### src/rtl/rs485_uart_link.sv
// rs485_uart_link
// Half-duplex 8N1 UART transceiver for the on-board RS485 driver used to
// program the motor drivers over the GBT slow-control path.
//
// Ports:
//   ClkRs_ix   : clock / asynchronous active-high reset bundle (ckrs_t)
//   data_ib8   : byte to transmit, captured when txstart_i is accepted
//   txstart_i  : transmit request, honoured only while txbusy_o is 0
//   txbusy_o   : high for the whole transmit frame including guard time
//   Tx_o       : serial output to rs485_pl_di (idles high, registered)
//   de_o       : RS485 driver enable (registered)
//   Rx_i       : serial input from rs485_pl_ro (asynchronous)
//   data_ob8   : last correctly received byte
//   newdata_o  : one-cycle pulse when data_ob8 is updated
//   rxerror_o  : one-cycle pulse on a framing error (stop bit low)

typedef struct packed {
  logic clk;
  logic reset;
} ckrs_t;

module rs485_uart_link #(
  parameter int g_ClkDiv = 347,
  parameter int g_Guard  = 1
) (
  input  ckrs_t      ClkRs_ix,
  input  logic [7:0] data_ib8,
  input  logic       txstart_i,
  output logic       txbusy_o,
  output logic       Tx_o,
  output logic       de_o,
  input  logic       Rx_i,
  output logic [7:0] data_ob8,
  output logic       newdata_o,
  output logic       rxerror_o
);

  localparam int               DIV_W       = $clog2(g_ClkDiv);
  localparam logic [DIV_W-1:0] DIV_LAST    = DIV_W'(g_ClkDiv - 1);
  // START ends after g_ClkDiv/2 cycles; the divider starts at 0 on entry.
  localparam logic [DIV_W-1:0] DIV_HALF_M1 = DIV_W'(g_ClkDiv / 2 - 1);
  localparam logic [3:0]       GUARD_LAST  = (g_Guard > 0) ? 4'(g_Guard - 1) : 4'd0;

  logic clk;
  logic rst;
  assign clk = ClkRs_ix.clk;
  assign rst = ClkRs_ix.reset;

  // ------------------------------------------------------------------
  // Transmitter
  // ------------------------------------------------------------------
  typedef enum logic [2:0] {
    TX_IDLE, TX_LEAD, TX_START, TX_DATA, TX_STOP, TX_TRAIL
  } tx_state_t;

  tx_state_t        tx_state_q, tx_state_d;
  logic [DIV_W-1:0] tx_div_q, tx_div_d;
  logic [3:0]       tx_bit_q, tx_bit_d;
  logic [7:0]       tx_sh_q, tx_sh_d;
  logic             tx_q, tx_d;
  logic             de_q, de_d;
  logic             tx_wrap;
  logic             tx_accept;

  assign tx_wrap   = (tx_div_q == DIV_LAST);
  assign tx_accept = (tx_state_q == TX_IDLE) && txstart_i;

  always_comb begin
    tx_state_d = tx_state_q;
    tx_div_d   = tx_wrap ? '0 : tx_div_q + 1'b1;
    tx_bit_d   = tx_bit_q;
    tx_sh_d    = tx_sh_q;
    case (tx_state_q)
      TX_IDLE: begin
        tx_div_d = '0;
        tx_bit_d = '0;
        if (txstart_i) begin
          tx_sh_d    = data_ib8;
          tx_state_d = (g_Guard == 0) ? TX_START : TX_LEAD;
        end
      end
      TX_LEAD: begin
        if (tx_wrap) begin
          if (tx_bit_q == GUARD_LAST) begin
            tx_state_d = TX_START;
            tx_bit_d   = '0;
          end else begin
            tx_bit_d = tx_bit_q + 4'd1;
          end
        end
      end
      TX_START: begin
        if (tx_wrap) begin
          tx_state_d = TX_DATA;
          tx_bit_d   = '0;
        end
      end
      TX_DATA: begin
        if (tx_wrap) begin
          tx_sh_d = {1'b0, tx_sh_q[7:1]};
          if (tx_bit_q == 4'd7) begin
            tx_state_d = TX_STOP;
            tx_bit_d   = '0;
          end else begin
            tx_bit_d = tx_bit_q + 4'd1;
          end
        end
      end
      TX_STOP: begin
        if (tx_wrap) begin
          tx_state_d = (g_Guard == 0) ? TX_IDLE : TX_TRAIL;
          tx_bit_d   = '0;
        end
      end
      TX_TRAIL: begin
        if (tx_wrap) begin
          if (tx_bit_q == GUARD_LAST) begin
            tx_state_d = TX_IDLE;
            tx_bit_d   = '0;
          end else begin
            tx_bit_d = tx_bit_q + 4'd1;
          end
        end
      end
      default: tx_state_d = TX_IDLE;
    endcase

    // Line outputs are derived from the next state so that the registered
    // pins change exactly with the state register.
    tx_d = 1'b1;
    if (tx_state_d == TX_START) begin
      tx_d = 1'b0;
    end else if (tx_state_d == TX_DATA) begin
      tx_d = tx_sh_d[0];
    end
    de_d = (tx_state_d != TX_IDLE);
  end

  always_ff @(posedge clk or posedge rst) begin
    if (rst) begin
      tx_state_q <= TX_IDLE;
      tx_div_q   <= '0;
      tx_bit_q   <= '0;
      tx_sh_q    <= '0;
      tx_q       <= 1'b1;
      de_q       <= 1'b0;
    end else begin
      tx_state_q <= tx_state_d;
      tx_div_q   <= tx_div_d;
      tx_bit_q   <= tx_bit_d;
      tx_sh_q    <= tx_sh_d;
      tx_q       <= tx_d;
      de_q       <= de_d;
    end
  end

  assign Tx_o     = tx_q;
  assign de_o     = de_q;
  assign txbusy_o = (tx_state_q != TX_IDLE);

  // ------------------------------------------------------------------
  // Receiver
  // ------------------------------------------------------------------
  typedef enum logic [1:0] {
    RX_IDLE, RX_START, RX_DATA, RX_STOP
  } rx_state_t;

  rx_state_t        rx_state_q, rx_state_d;
  logic [DIV_W-1:0] rx_div_q, rx_div_d;
  logic [3:0]       rx_bit_q, rx_bit_d;
  logic [7:0]       rx_sh_q, rx_sh_d;
  logic [7:0]       rx_data_q, rx_data_d;
  logic             rx_nd_q, rx_nd_d;
  logic             rx_err_q, rx_err_d;
  logic             rx_meta_q, rx_sync_q, rx_prev_q;
  logic [1:0]       rx_hold_q, rx_hold_d;
  logic             rx_block;
  logic             rx_fall;
  logic             rx_wrap;

  // Hold-off keeps the receiver deaf to our own echo until the
  // synchronizer has flushed the last driven level.
  assign rx_hold_d = de_q ? 2'd2 : ((rx_hold_q != 2'd0) ? rx_hold_q - 2'd1 : 2'd0);
  assign rx_block  = de_q || (rx_hold_q != 2'd0) || tx_accept;
  assign rx_fall   = rx_prev_q && !rx_sync_q;
  assign rx_wrap   = (rx_div_q == DIV_LAST);

  always_comb begin
    rx_state_d = rx_state_q;
    rx_div_d   = rx_div_q + 1'b1;
    rx_bit_d   = rx_bit_q;
    rx_sh_d    = rx_sh_q;
    rx_data_d  = rx_data_q;
    rx_nd_d    = 1'b0;
    rx_err_d   = 1'b0;
    if (rx_block) begin
      rx_state_d = RX_IDLE;
      rx_div_d   = '0;
      rx_bit_d   = '0;
    end else begin
      case (rx_state_q)
        RX_IDLE: begin
          rx_div_d = '0;
          rx_bit_d = '0;
          if (rx_fall) rx_state_d = RX_START;
        end
        RX_START: begin
          if (rx_div_q == DIV_HALF_M1) begin
            rx_div_d   = '0;
            // Line back high at mid start bit: it was a glitch.
            rx_state_d = rx_sync_q ? RX_IDLE : RX_DATA;
          end
        end
        RX_DATA: begin
          if (rx_wrap) begin
            rx_div_d = '0;
            rx_sh_d  = {rx_sync_q, rx_sh_q[7:1]};
            if (rx_bit_q == 4'd7) begin
              rx_state_d = RX_STOP;
              rx_bit_d   = '0;
            end else begin
              rx_bit_d = rx_bit_q + 4'd1;
            end
          end
        end
        RX_STOP: begin
          if (rx_wrap) begin
            rx_div_d   = '0;
            rx_state_d = RX_IDLE;
            if (rx_sync_q) begin
              rx_data_d = rx_sh_q;
              rx_nd_d   = 1'b1;
            end else begin
              rx_err_d = 1'b1;
            end
          end
        end
        default: rx_state_d = RX_IDLE;
      endcase
    end
  end

  always_ff @(posedge clk or posedge rst) begin
    if (rst) begin
      rx_meta_q  <= 1'b1;
      rx_sync_q  <= 1'b1;
      rx_prev_q  <= 1'b1;
      rx_hold_q  <= 2'd0;
      rx_state_q <= RX_IDLE;
      rx_div_q   <= '0;
      rx_bit_q   <= '0;
      rx_sh_q    <= '0;
      rx_data_q  <= '0;
      rx_nd_q    <= 1'b0;
      rx_err_q   <= 1'b0;
    end else begin
      rx_meta_q  <= Rx_i;
      rx_sync_q  <= rx_meta_q;
      rx_prev_q  <= rx_sync_q;
      rx_hold_q  <= rx_hold_d;
      rx_state_q <= rx_state_d;
      rx_div_q   <= rx_div_d;
      rx_bit_q   <= rx_bit_d;
      rx_sh_q    <= rx_sh_d;
      rx_data_q  <= rx_data_d;
      rx_nd_q    <= rx_nd_d;
      rx_err_q   <= rx_err_d;
    end
  end

  assign data_ob8  = rx_data_q;
  assign newdata_o = rx_nd_q;
  assign rxerror_o = rx_err_q;

endmodule

### config.mk
export PLATFORM = sky130hd
export DESIGN_NAME = rs485_uart_link
export DESIGN_NICKNAME = d
export VERILOG_FILES = /design/src/rtl/rs485_uart_link.sv
export SDC_FILE = /design/constraint.sdc
export NUM_CORES = 1
export LEC_CHECK = 0
export ABC_CLOCK_PERIOD_IN_PS = 3100
export CAP_MARGIN = 20
export CORE_UTILIZATION = 35
export DETAILED_ROUTE_END_ITERATION = 6
export SLEW_MARGIN = 5
export SYNTH_ARGS = -nofsm -noshare
export SYNTH_HDL_FRONTEND = slang
export SYNTH_SLANG_ARGS = --single-unit
### constraint.sdc
create_clock -name ClkRs_ix -period 3.1 [get_ports ClkRs_ix]
set_input_delay 0.775 -clock ClkRs_ix [delete_from_list [all_inputs] [get_ports ClkRs_ix]]
set_output_delay 0.775 -clock ClkRs_ix [all_outputs]
set_load 0.1 [all_outputs]
==> reports/metrics.yaml <==
vias: 2404
p_seq_share_pct: 23.8
path_cells: "or3_1 -> buf_4"
wl_met2_mm: 2.970
final_area_um2: 4373
routed.top_layer: "met4"
hpwlAfterDp_mm: 3.685
synth_edf_count: 0
mostFrequentLayoutCells: "clkinvlp_4, dfrtp_1, nor2_1, nand2_1, clkbuf_8"
cp-end-kind: "output pin"
worstSkewPairLatency_ns: 0.35
port_buffers: 23
grt_pass1_wl_mm: 10.94
crit_type: "reg2out"
drv_slew: 0
place_congestion: 0.8392
grt_overflow: 0
synth_cell_types: 56
hold_slack_ns: 0.3569
cts.clk_slew.worst_paths_ns: 0.07
async_reset_ff_share_pct: 100.0
cts_resized: 0
drt-pass1-iter-count: 6
fin_ws_ns: 0.7328
synth_ff_type: "dfrtp_1"
maxSlewHeadroom_pct: 61.26
antenna_cells: 0
p_sw_share_pct: 47.14
fin_util_pct: 52.43
nNetsFinal: 394
dpl_cell_area_um2: 3359
p_leak_nw: 1.701
syn_avg_cell_area_um2: 11.18
grt_pass1_vias: 2794
slowest_delay_ns: 0.52
fin_skew_ns: 0.01267
crit_path_start_kind: "flop"
drtIter0Drc: 116
finalSetupViolCount: 0
arrival_ns: 1.59
pre_cts_slack_ns: 0.4263
cp_max_fo: 11
start_util_pct: 36.59
powerDensity_nw_per_um2: 902.1
core-area_um2: 8341
final_common_cell: "clkinvlp_4"
num_rows: 33
drt_wl_total_mm: 6.359
crit_family: "flip-flops"
finalCriticalPeriod_ns: 2.367
finalCritPeriodShare_pct: 76.36
clkPwrFrac_pct: 72.0
wl_met3_um: 334
drv_cap: 0
die-area_um2: 9096
wl_met1_mm: 2.783
ys_warn_count: 0
ant_nets: 0
min_path_type: "reg2reg"
instances_no_fill: 491
die_x_um: 95.38
internal_power_mw: 2.085
cp_num_buf_inv: 1
syn-num-nets: 293
combinationalPowerShare_pct: 4.2
synth_area_um2: 3052
cts_setup_buffers: 0
ctsHoldBuffers: 0
wire_per_inst_um: 12.95
finalSetupTns_ns: 0
net-switching-power_mw: 1.860
ys_ff_latch: 64
hold_viol_final: 0
grt_max_degree: 15
seq_area_frac_synth_pct: 52.64
final_layout_size_suffix_gt1_share_pct: 37.31
synth_cells: 273
fmax_mhz: 422.4
required_ns: 2.32
crit_slowest_cell: "dfrtp_1"
antenna_found_initial: 0
finalPower_mw: 3.945
die_h_um: 95.38
track_usage_pct: 16.91
place_inst: 396
route.detailed.drc: 0
cts_tree: "built"
status: "finished clean"
worst_pin_slew_ns: 0.5767
viasPerCell: 4.896
areaGrowthSynthToFinish_pct: 43.30
grt_setup_unrepaired: "no"
peakVddDrop_mv: 0.4592
ios: 25
==> metal layers <==
metal  track usage (%)  up-vias
met1             16.94     1154
met3             10.77       24
met4             22.76        0
li1                  -     1164
met2             20.30       62
met5            0.5952        -
==> worst paths after layout <==
check / startpoint / end / slack [ns] / depth (start not counted)
worst max-delay path: tx_state_q[1] / txbusy_o / 0.73 / 2
worst max register to register: rx_div_q[5] / data_ob8[4] / 0.99 / 4
worst min register to register: rx_meta_q / rx_sync_q / 0.36 / 0
worst min-delay path: rx_meta_q / rx_sync_q / 0.36 / 0
max in group asynchronous: ClkRs_ix[0] / Tx_o / 1.55 / 3
min in group asynchronous: ClkRs_ix[0] / tx_state_q[1] / 1.33 / 3
==> registers in the layout, summed over array words and instances, names as in the netlist <==
register    cells
Tx_o            1
data_ob8        8
de_o            1
newdata_o       1
rx_bit_q        4
rx_div_q        9
rx_hold_q       2
rx_meta_q       1
rx_prev_q       1
rx_sh_q         8
rx_state_q      2
rx_sync_q       1
rxerror_o       1
tx_bit_q        4
tx_div_q        9
tx_sh_q         8
tx_state_q      3
==> power groups by stage <==
stage	logic (mW)	clock network, mW	registers (mW)
6_report	0.166	2.84	0.939
5_1_grt	0.189	3.12	0.946
4_1_cts	0.169	2.96	0.939
3_5_place_dp	0.167	0.248	0.957
3_3_place_gp	0.163	0.248	0.956
2_1_floorplan	0.125	0.248	0.949
==> synthesized netlist by cell type (all sizes together), types with 5 or more instances <==
| cell | number | area (um^2) |
|---|---|---|
| a21oi | 5 | 25.02 |
| a22oi | 7 | 52.55 |
| dfrtp | 60 | 1501 |
| ha | 8 | 100.1 |
| inv | 10 | 37.54 |
| mux2 | 17 | 195.2 |
| nand2 | 26 | 97.59 |
| nand2b | 6 | 37.54 |
| nand3 | 16 | 80.08 |
| nand4 | 5 | 46.29 |
| nor2 | 26 | 97.59 |
| nor4 | 5 | 61.31 |
| o21ai | 9 | 45.04 |
| xnor2 | 6 | 52.55 |
| xor2 | 10 | 87.58 |
==> layout make-up <==
cell class | instances | area (um^2)
sequential | 64 | 1607
inverter | 9 | 33.78
multi-input combinational | 192 | 1368
clock buffer | 18 | 247.7
tap | 105 | 131.4
fill | 750 | 3968
clock inverter | 78 | 773.2
timing repair buffer | 25 | 212.7
==> worst register-to-register path, cell delays in order (launching register included) <==
cell,delay [ns]
dfrtp_1,0.43
and4b_2,0.32
nand4_4,0.23
nor4_4,0.63
mux2_2,0.40
==> logic make-up (layout without fill, tap and decap cells) <==
kind of cell | Yosys count | after routing | synth area share [%]
fa+ha+maj | 9 | 9 | 3.608
buf+inv | 17 | 130 | 2.542
simple gates | 114 | 114 | 21.77
mux | 17 | 17 | 6.396
xor+xnor | 16 | 16 | 4.592
flops | 64 | 64 | 52.64
compound gates | 36 | 36 | 8.447
No activity file was read; power rests on OpenSTA's default activity.
